==> config.mk <==
export PLATFORM = sky130hd
export DESIGN_NAME = csr_machine
export DESIGN_NICKNAME = d
export VERILOG_FILES = /design/src/rtl/csr_machine.sv
export SDC_FILE = /design/constraint.sdc
export NUM_CORES = 2
export LEC_CHECK = 0
export ABC_CLOCK_PERIOD_IN_PS = 54900
export BUFFER_PORTS_ARGS = -buffer_cell sky130_fd_sc_hd__buf_2
export CAP_MARGIN = 20
export CORE_MARGIN = 10
export CORE_UTILIZATION = 65
export CTS_BUF_LIST = sky130_fd_sc_hd__clkbuf_8
export DETAILED_ROUTE_END_ITERATION = 10
export PLACE_DENSITY = 0.86
export SYNTH_ARGS = -nofsm -noshare
export SYNTH_HDL_FRONTEND = slang
export SYNTH_SLANG_ARGS = --single-unit
==> constraint.sdc <==
create_clock -name clk -period 54.9 [get_ports clk]
set_input_delay 5.49 -clock clk [delete_from_list [all_inputs] [get_ports clk]]
set_output_delay 5.49 -clock clk [all_outputs]
set_load 0.1 [all_outputs]
==> src/rtl/csr_machine.sv <==
// Machine-mode CSR file for a small RV32IM core: counters, interrupt pending/enable,
// trap entry with optional vectoring, and mret handling.
module csr_machine #(
    parameter int          NUM_HPM  = 4,
    parameter int          NUM_LIRQ = 4,
    parameter logic [31:0] HART_ID  = 32'd0
) (
    input  logic                clk,
    input  logic                rst,
    input  logic                crden,
    input  logic [11:0]         craddr,
    input  logic                cwren,
    input  logic [11:0]         cwaddr,
    input  logic [31:0]         cwdata,
    output logic [31:0]         cdata,
    output logic                illegal,
    input  logic                valid,
    input  logic [NUM_HPM-1:0]  hpm_evt,
    input  logic                exception,
    input  logic [4:0]          ecause,
    input  logic [31:0]         epc,
    input  logic [31:0]         etval,
    input  logic                mret,
    input  logic                meip,
    input  logic                mtip,
    input  logic                msip,
    input  logic [NUM_LIRQ-1:0] lirq,
    output logic                trap,
    output logic [31:0]         trap_pc,
    output logic                mret_out,
    output logic [31:0]         mepc_out
);

    localparam int          NCNT      = 3 + NUM_HPM;
    localparam logic [31:0] MISA_VAL  = 32'h4000_1100;
    localparam logic [31:0] IRQ_MASK  = 32'h0000_0888 | (((32'd1 << NUM_LIRQ) - 32'd1) << 16);
    localparam logic [63:0] CNT_ALL   = (64'd1 << NCNT) - 64'd1;
    localparam logic [31:0] CINH_MASK = CNT_ALL[31:0] & ~32'h0000_0002;

    logic        status_mie_q, status_mie_d, status_mpie_q, status_mpie_d;
    logic [31:0] mie_q, mie_d, mip_q, mip_d, mtvec_q, mtvec_d, mscratch_q, mscratch_d;
    logic [31:0] mepc_q, mepc_d, mcause_q, mcause_d, mtval_q, mtval_d, mcinh_q, mcinh_d;
    logic [63:0] cnt_q [NCNT];
    logic [63:0] cnt_d [NCNT];
    logic        trap_q, trap_d, mret_q, mret_d;

    logic [31:0]     mstatus_rd, rd_val, pend;
    logic            rd_hit, wr_hit, wr_ok, int_req, take_trap;
    logic [4:0]      int_cause;
    logic [NCNT-1:0] cnt_en;
    logic [31:0]     base;

    assign mstatus_rd = {19'b0, 2'b11, 3'b0, status_mpie_q, 3'b0, status_mie_q, 3'b0};

    always_comb begin
        rd_hit = 1'b1;
        rd_val = '0;
        case (craddr)
            12'h300: rd_val = mstatus_rd;
            12'h301: rd_val = MISA_VAL;
            12'h304: rd_val = mie_q;
            12'h305: rd_val = mtvec_q;
            12'h320: rd_val = mcinh_q;
            12'h340: rd_val = mscratch_q;
            12'h341: rd_val = mepc_q;
            12'h342: rd_val = mcause_q;
            12'h343: rd_val = mtval_q;
            12'h344: rd_val = mip_q;
            12'hF14: rd_val = HART_ID;
            default: begin
                rd_hit = 1'b0;
                for (int n = 0; n < NCNT; n++) begin
                    if (n != 1 && craddr == 12'hB00 + 12'(n)) begin
                        rd_hit = 1'b1;
                        rd_val = cnt_q[n][31:0];
                    end
                    if (n != 1 && craddr == 12'hB80 + 12'(n)) begin
                        rd_hit = 1'b1;
                        rd_val = cnt_q[n][63:32];
                    end
                end
            end
        endcase
    end

    // misa and mhartid are read-only, so they are absent from the write decode
    always_comb begin
        wr_hit = 1'b0;
        case (cwaddr)
            12'h300, 12'h304, 12'h305, 12'h320, 12'h340,
            12'h341, 12'h342, 12'h343, 12'h344: wr_hit = 1'b1;
            default: begin
                for (int n = 0; n < NCNT; n++) begin
                    if (n != 1 && (cwaddr == 12'hB00 + 12'(n) || cwaddr == 12'hB80 + 12'(n)))
                        wr_hit = 1'b1;
                end
            end
        endcase
    end

    assign wr_ok   = cwren & wr_hit;
    assign illegal = (crden & ~rd_hit) | (cwren & ~wr_hit);
    assign cdata   = (crden & rd_hit) ? rd_val : 32'd0;

    // Interrupt arbitration: MEI > MSI > MTI > lowest-numbered local line
    always_comb begin
        pend      = mie_q & mip_q;
        int_req   = 1'b1;
        int_cause = 5'd0;
        if (pend[11])      int_cause = 5'd11;
        else if (pend[3])  int_cause = 5'd3;
        else if (pend[7])  int_cause = 5'd7;
        else begin
            int_req = 1'b0;
            for (int i = NUM_LIRQ - 1; i >= 0; i--) begin
                if (pend[16 + i]) begin
                    int_req   = 1'b1;
                    int_cause = 5'(16 + i);
                end
            end
        end
    end

    assign take_trap = exception | (status_mie_q & valid & int_req);
    assign cnt_en    = {hpm_evt, valid, 1'b0, 1'b1} & ~mcinh_q[NCNT-1:0];

    always_comb begin
        status_mie_d  = status_mie_q;
        status_mpie_d = status_mpie_q;
        mie_d         = mie_q;
        mtvec_d       = mtvec_q;
        mscratch_d    = mscratch_q;
        mepc_d        = mepc_q;
        mcause_d      = mcause_q;
        mtval_d       = mtval_q;
        mcinh_d       = mcinh_q;
        mip_d         = ({31'b0, msip} << 3) | ({31'b0, mtip} << 7) | ({31'b0, meip} << 11)
                        | (32'(lirq) << 16);
        trap_d        = take_trap;
        mret_d        = mret & ~take_trap;

        if (wr_ok) begin
            case (cwaddr)
                12'h300: begin
                    status_mie_d  = cwdata[3];
                    status_mpie_d = cwdata[7];
                end
                12'h304: mie_d      = cwdata & IRQ_MASK;
                12'h305: mtvec_d    = cwdata & 32'hFFFF_FFFD;
                12'h320: mcinh_d    = cwdata & CINH_MASK;
                12'h340: mscratch_d = cwdata;
                12'h341: mepc_d     = cwdata & 32'hFFFF_FFFC;
                12'h342: mcause_d   = cwdata;
                12'h343: mtval_d    = cwdata;
                default: ;
            endcase
        end

        // Trap/mret take precedence over a CSR write to the same fields
        if (take_trap) begin
            status_mpie_d = status_mie_q;
            status_mie_d  = 1'b0;
            mepc_d        = epc & 32'hFFFF_FFFC;
            mtval_d       = exception ? etval : 32'd0;
            mcause_d      = exception ? {27'b0, ecause} : {1'b1, 26'b0, int_cause};
        end else if (mret) begin
            status_mie_d  = status_mpie_q;
            status_mpie_d = 1'b1;
        end

        for (int n = 0; n < NCNT; n++) begin
            cnt_d[n] = cnt_q[n] + {63'b0, cnt_en[n]};
            if (wr_ok && cwaddr == 12'hB00 + 12'(n)) cnt_d[n][31:0]  = cwdata;
            if (wr_ok && cwaddr == 12'hB80 + 12'(n)) cnt_d[n][63:32] = cwdata;
        end
    end

    always_ff @(posedge clk or posedge rst) begin
        if (rst) begin
            status_mie_q  <= 1'b0;
            status_mpie_q <= 1'b0;
            mie_q         <= '0;
            mip_q         <= '0;
            mtvec_q       <= '0;
            mscratch_q    <= '0;
            mepc_q        <= '0;
            mcause_q      <= '0;
            mtval_q       <= '0;
            mcinh_q       <= '0;
            trap_q        <= 1'b0;
            mret_q        <= 1'b0;
            for (int n = 0; n < NCNT; n++) cnt_q[n] <= '0;
        end else begin
            status_mie_q  <= status_mie_d;
            status_mpie_q <= status_mpie_d;
            mie_q         <= mie_d;
            mip_q         <= mip_d;
            mtvec_q       <= mtvec_d;
            mscratch_q    <= mscratch_d;
            mepc_q        <= mepc_d;
            mcause_q      <= mcause_d;
            mtval_q       <= mtval_d;
            mcinh_q       <= mcinh_d;
            trap_q        <= trap_d;
            mret_q        <= mret_d;
            for (int n = 0; n < NCNT; n++) cnt_q[n] <= cnt_d[n];
        end
    end

    assign base     = {mtvec_q[31:2], 2'b00};
    assign trap_pc  = (mtvec_q[0] & mcause_q[31]) ? base + {25'b0, mcause_q[4:0], 2'b00} : base;
    assign trap     = trap_q;
    assign mret_out = mret_q;
    assign mepc_out = mepc_q;

endmodule

==> impl_metrics.ini <==
[hold_path]
hold_depth = 1
hold_path_class = register to register
hold_start = mscratch_q[17]
holdPathEnd = mscratch_q[17]

[timing]
relSlewSlack = 0.1960
worstMarginPinSlew_ns = 1.206
fmax_mhz = 65.38
period_share = 0.2786
setup_viol = 0
skew_ns = 0.04024
slew_viol_final = 0
rsz0062_at_grt = no
tns_ns = 0
layout_min_cycle_time_ns = 15.30
hold_viol_final = 0

[worst_setup_path]
crit_family = buffers and inverters
arrival_ns = 9.81
crit_type = input pin to primary output
cp_num_buf_inv = 5
ff2ff_path_depth = 9
startpoint = craddr[0]
r2r_start = mcinh_q[2]
endpoint_kind = primary output
path_common_cell = buf_4
cp_slowest_cell = nor4_1
start_kind = input pin
required_ns = 49.41
worstPathMaxFanout = 42
crit_path_max_incr_delay_ns = 0.99
crit_path_cell_trace = buf_2 > buf_4 > nor4bb_1 > buf_4 > nand3_1 > buf_4 > nor2_1 > nor4_1 > o21ai_0 > a31oi_1 > buf_2
r2r_setup_slack_ns = 51.54
worstReg2RegEnd = cnt_q[314]

[yosys]
synth_ff_type = dfrtp_1
syn_area_um2 = 34850
syn_avg_cell_area_um2 = 8.815
synth_cells = 3953
async_reset_ff_frac = 1.000
synth_edf_count = 0
synth-seq-area-share = 0.4057
ys.warnings.count = 0
synth_cell_type_count = 96
synth-seq-cells = 565

[die]
ios = 242
fp.dieH_um = 251.5
die_area_um2 = 63270
die_w_um = 251.5
start_util = 0.6591
rows = 84
core_area_um2 = 52870

[global_route]
grt_max_degree = 162
overflow = 0
track_usage = 0.4129
antenna_found_initial = 17
grt_pass1_wl_um = 200000
grt_pass1_vias = 32550

[detailed_routing]
route.detailed.drc = 0
drt-initial-drc-count = 5317
wire_per_inst_um = 27.78
vias = 33820
ant_nets = 0
wl_um = 133900
first_pass_iters = 10
viasPerCell = 7.020

[job]
drv_cap = 0

[finish]
drive_gt1_frac = 0.1554
final_nets = 4195
synthToLayoutAreaGrowth_pct = 9.871
utilization = 0.7242
layout_common_cells = dfrtp_1, nand2_1, nor2_1, o21ai_0, a21oi_1
fillerInstances = 3928
final_common_cell = dfrtp_1

[placed_design]
gp_congestion = 1.018
io_buffers = 235
dpl.hpwl_um = 89340

[power_and_ir_drop]
p_leak_uw = 0.01571
vdd_drop_max_v = 0.00002829
powerDensity_nw_per_um2 = 25.66

[clock_network]
cts_tree = yes
hold_buffers = 0
cts_resized = 0
path_clk_slew_ns = 0.06
cts_max_path_buffers = 3
htree_levels = 3
clkSinkCount = 565
clock-root-buffer = clkbuf_8
insertion_delay_ns = 0.73
postCtsSetupBuffers = 0
cts_buffers = 97

[outcome]
status = complete, no violations
[stage by stage]
stage	hold slack, ns	cell area, um2	worst slack [ns]	cells	total power, uW
CTS	0.5095	38140	39.97	4794	974.7
detailed placement	0.4967	36040	39.97	4616	567.7
global placement	0.4877	36040	39.94	4616	564.1
global route	0.5256	38260	39.73	4806	1007
floorplan	0.4796	34860	33.61	3956	532.8
finish	0.5117	38290	39.60	4818	982.5
[kinds of logic after synthesis]
logic type,after synthesis,share of synthesized area
xor gates and xnor gates,400,0.1005
adders and majority gates,18,0.006679
muxes,204,0.06241
other,1,0.0001076
AOI/OAI and AO/OA,860,0.1552
DFF,565,0.4057
buffers and inverters,386,0.04797
and+or+nand+nor,1519,0.2214
[synth_stat cells (7+ instances only)]
| master | count | area [um2] |
|---|---|---|
| and3_1 | 81 | 506.7 |
| nor2b_1 | 7 | 43.79 |
| a222oi_1 | 35 | 350.3 |
| a221oi_1 | 39 | 341.6 |
| xnor2_1 | 227 | 1988 |
| o21ai_1 | 19 | 95.09 |
| clkbuf_2 | 18 | 90.09 |
| and2_1 | 23 | 143.9 |
| a221o_1 | 8 | 80.08 |
| a31oi_1 | 9 | 56.30 |
| buf_1 | 16 | 60.06 |
| a22oi_1 | 46 | 345.3 |
| a211o_1 | 10 | 87.58 |
| buf_2 | 70 | 350.3 |
| a21oi_1 | 254 | 1271 |
| mux2i_1 | 98 | 980.9 |
| a2111oi_0 | 8 | 70.07 |
| o221ai_1 | 12 | 105.1 |
| buf_4 | 18 | 135.1 |
| nand4_1 | 121 | 757.0 |
| o211ai_1 | 18 | 135.1 |
| xor2_1 | 173 | 1515 |
| nand2_1 | 494 | 1854 |
| nand3_1 | 155 | 775.7 |
| nor4_1 | 57 | 356.6 |
| inv_1 | 66 | 247.7 |
| or3_1 | 16 | 100.1 |
| and4_1 | 42 | 367.9 |
| mux2_2 | 106 | 1194 |
| nor2_1 | 329 | 1235 |
| a22o_1 | 18 | 157.7 |
| ha_1 | 17 | 212.7 |
| nor3_1 | 95 | 475.5 |
| dfrtp_1 | 565 | 14140 |
| o21ai_0 | 267 | 1336 |
| a211oi_1 | 20 | 150.1 |
| nor4_2 | 13 | 162.7 |
| clkbuf_1 | 191 | 716.9 |
| o22ai_1 | 30 | 187.7 |
[worst max-delay path by stage]
stage	endpoint	slack, ns	cells past startpoint
final	cdata[10]	39.60	11
after global routing	cdata[29]	39.73	10
after floorplan	cnt_q[0]	33.61	1
after detailed placement	cdata[10]	39.97	10
after global placement	cdata[10]	39.94	10
after CTS	cdata[10]	39.97	10
[registers in the layout, summed over array words and instances (netlist names)]
name and flops:
mip_q 7, status_mie_q 1, mret_out 1, mcinh_q 6, mepc_out 30, cnt_q 384, mscratch_q 32, mcause_q 32
mie_q 7, trap 1, mtval_q 32, status_mpie_q 1, mtvec_q 31
[routing by layer]
metal / vias to the layer above / wire, um / GRT usage
li1: 14350 / - / -
met1: 16020 / 46020 / 0.5083
met2: 2740 / 53800 / 0.5745
met3: 701 / 22310 / 0.1644
met4: 12 / 11660 / 0.3146
met5: - / 79 / 0
[final cells by class]
cell class | instances | area, um2 | area share
clock inverter | 47 | 296.5 | 0.007745
multi-input combinational | 3005 | 19170 | 0.5007
inverter | 67 | 260.3 | 0.006798
tap | 688 | 860.8 | 0.02248
timing repair buffer | 298 | 1714 | 0.04477
sequential | 565 | 14140 | 0.3693
clock buffer | 131 | 1803 | 0.04709
antenna | 17 | 42.54 | 0.001111
[where the power goes]
group | internal (uW) | total (uW) | switching (uW)
clock | 227 | 417 | 190
sequential | 436 | 461 | 25.2
combinational | 31.7 | 104 | 72.5
(Power assumes the default switching activity.)
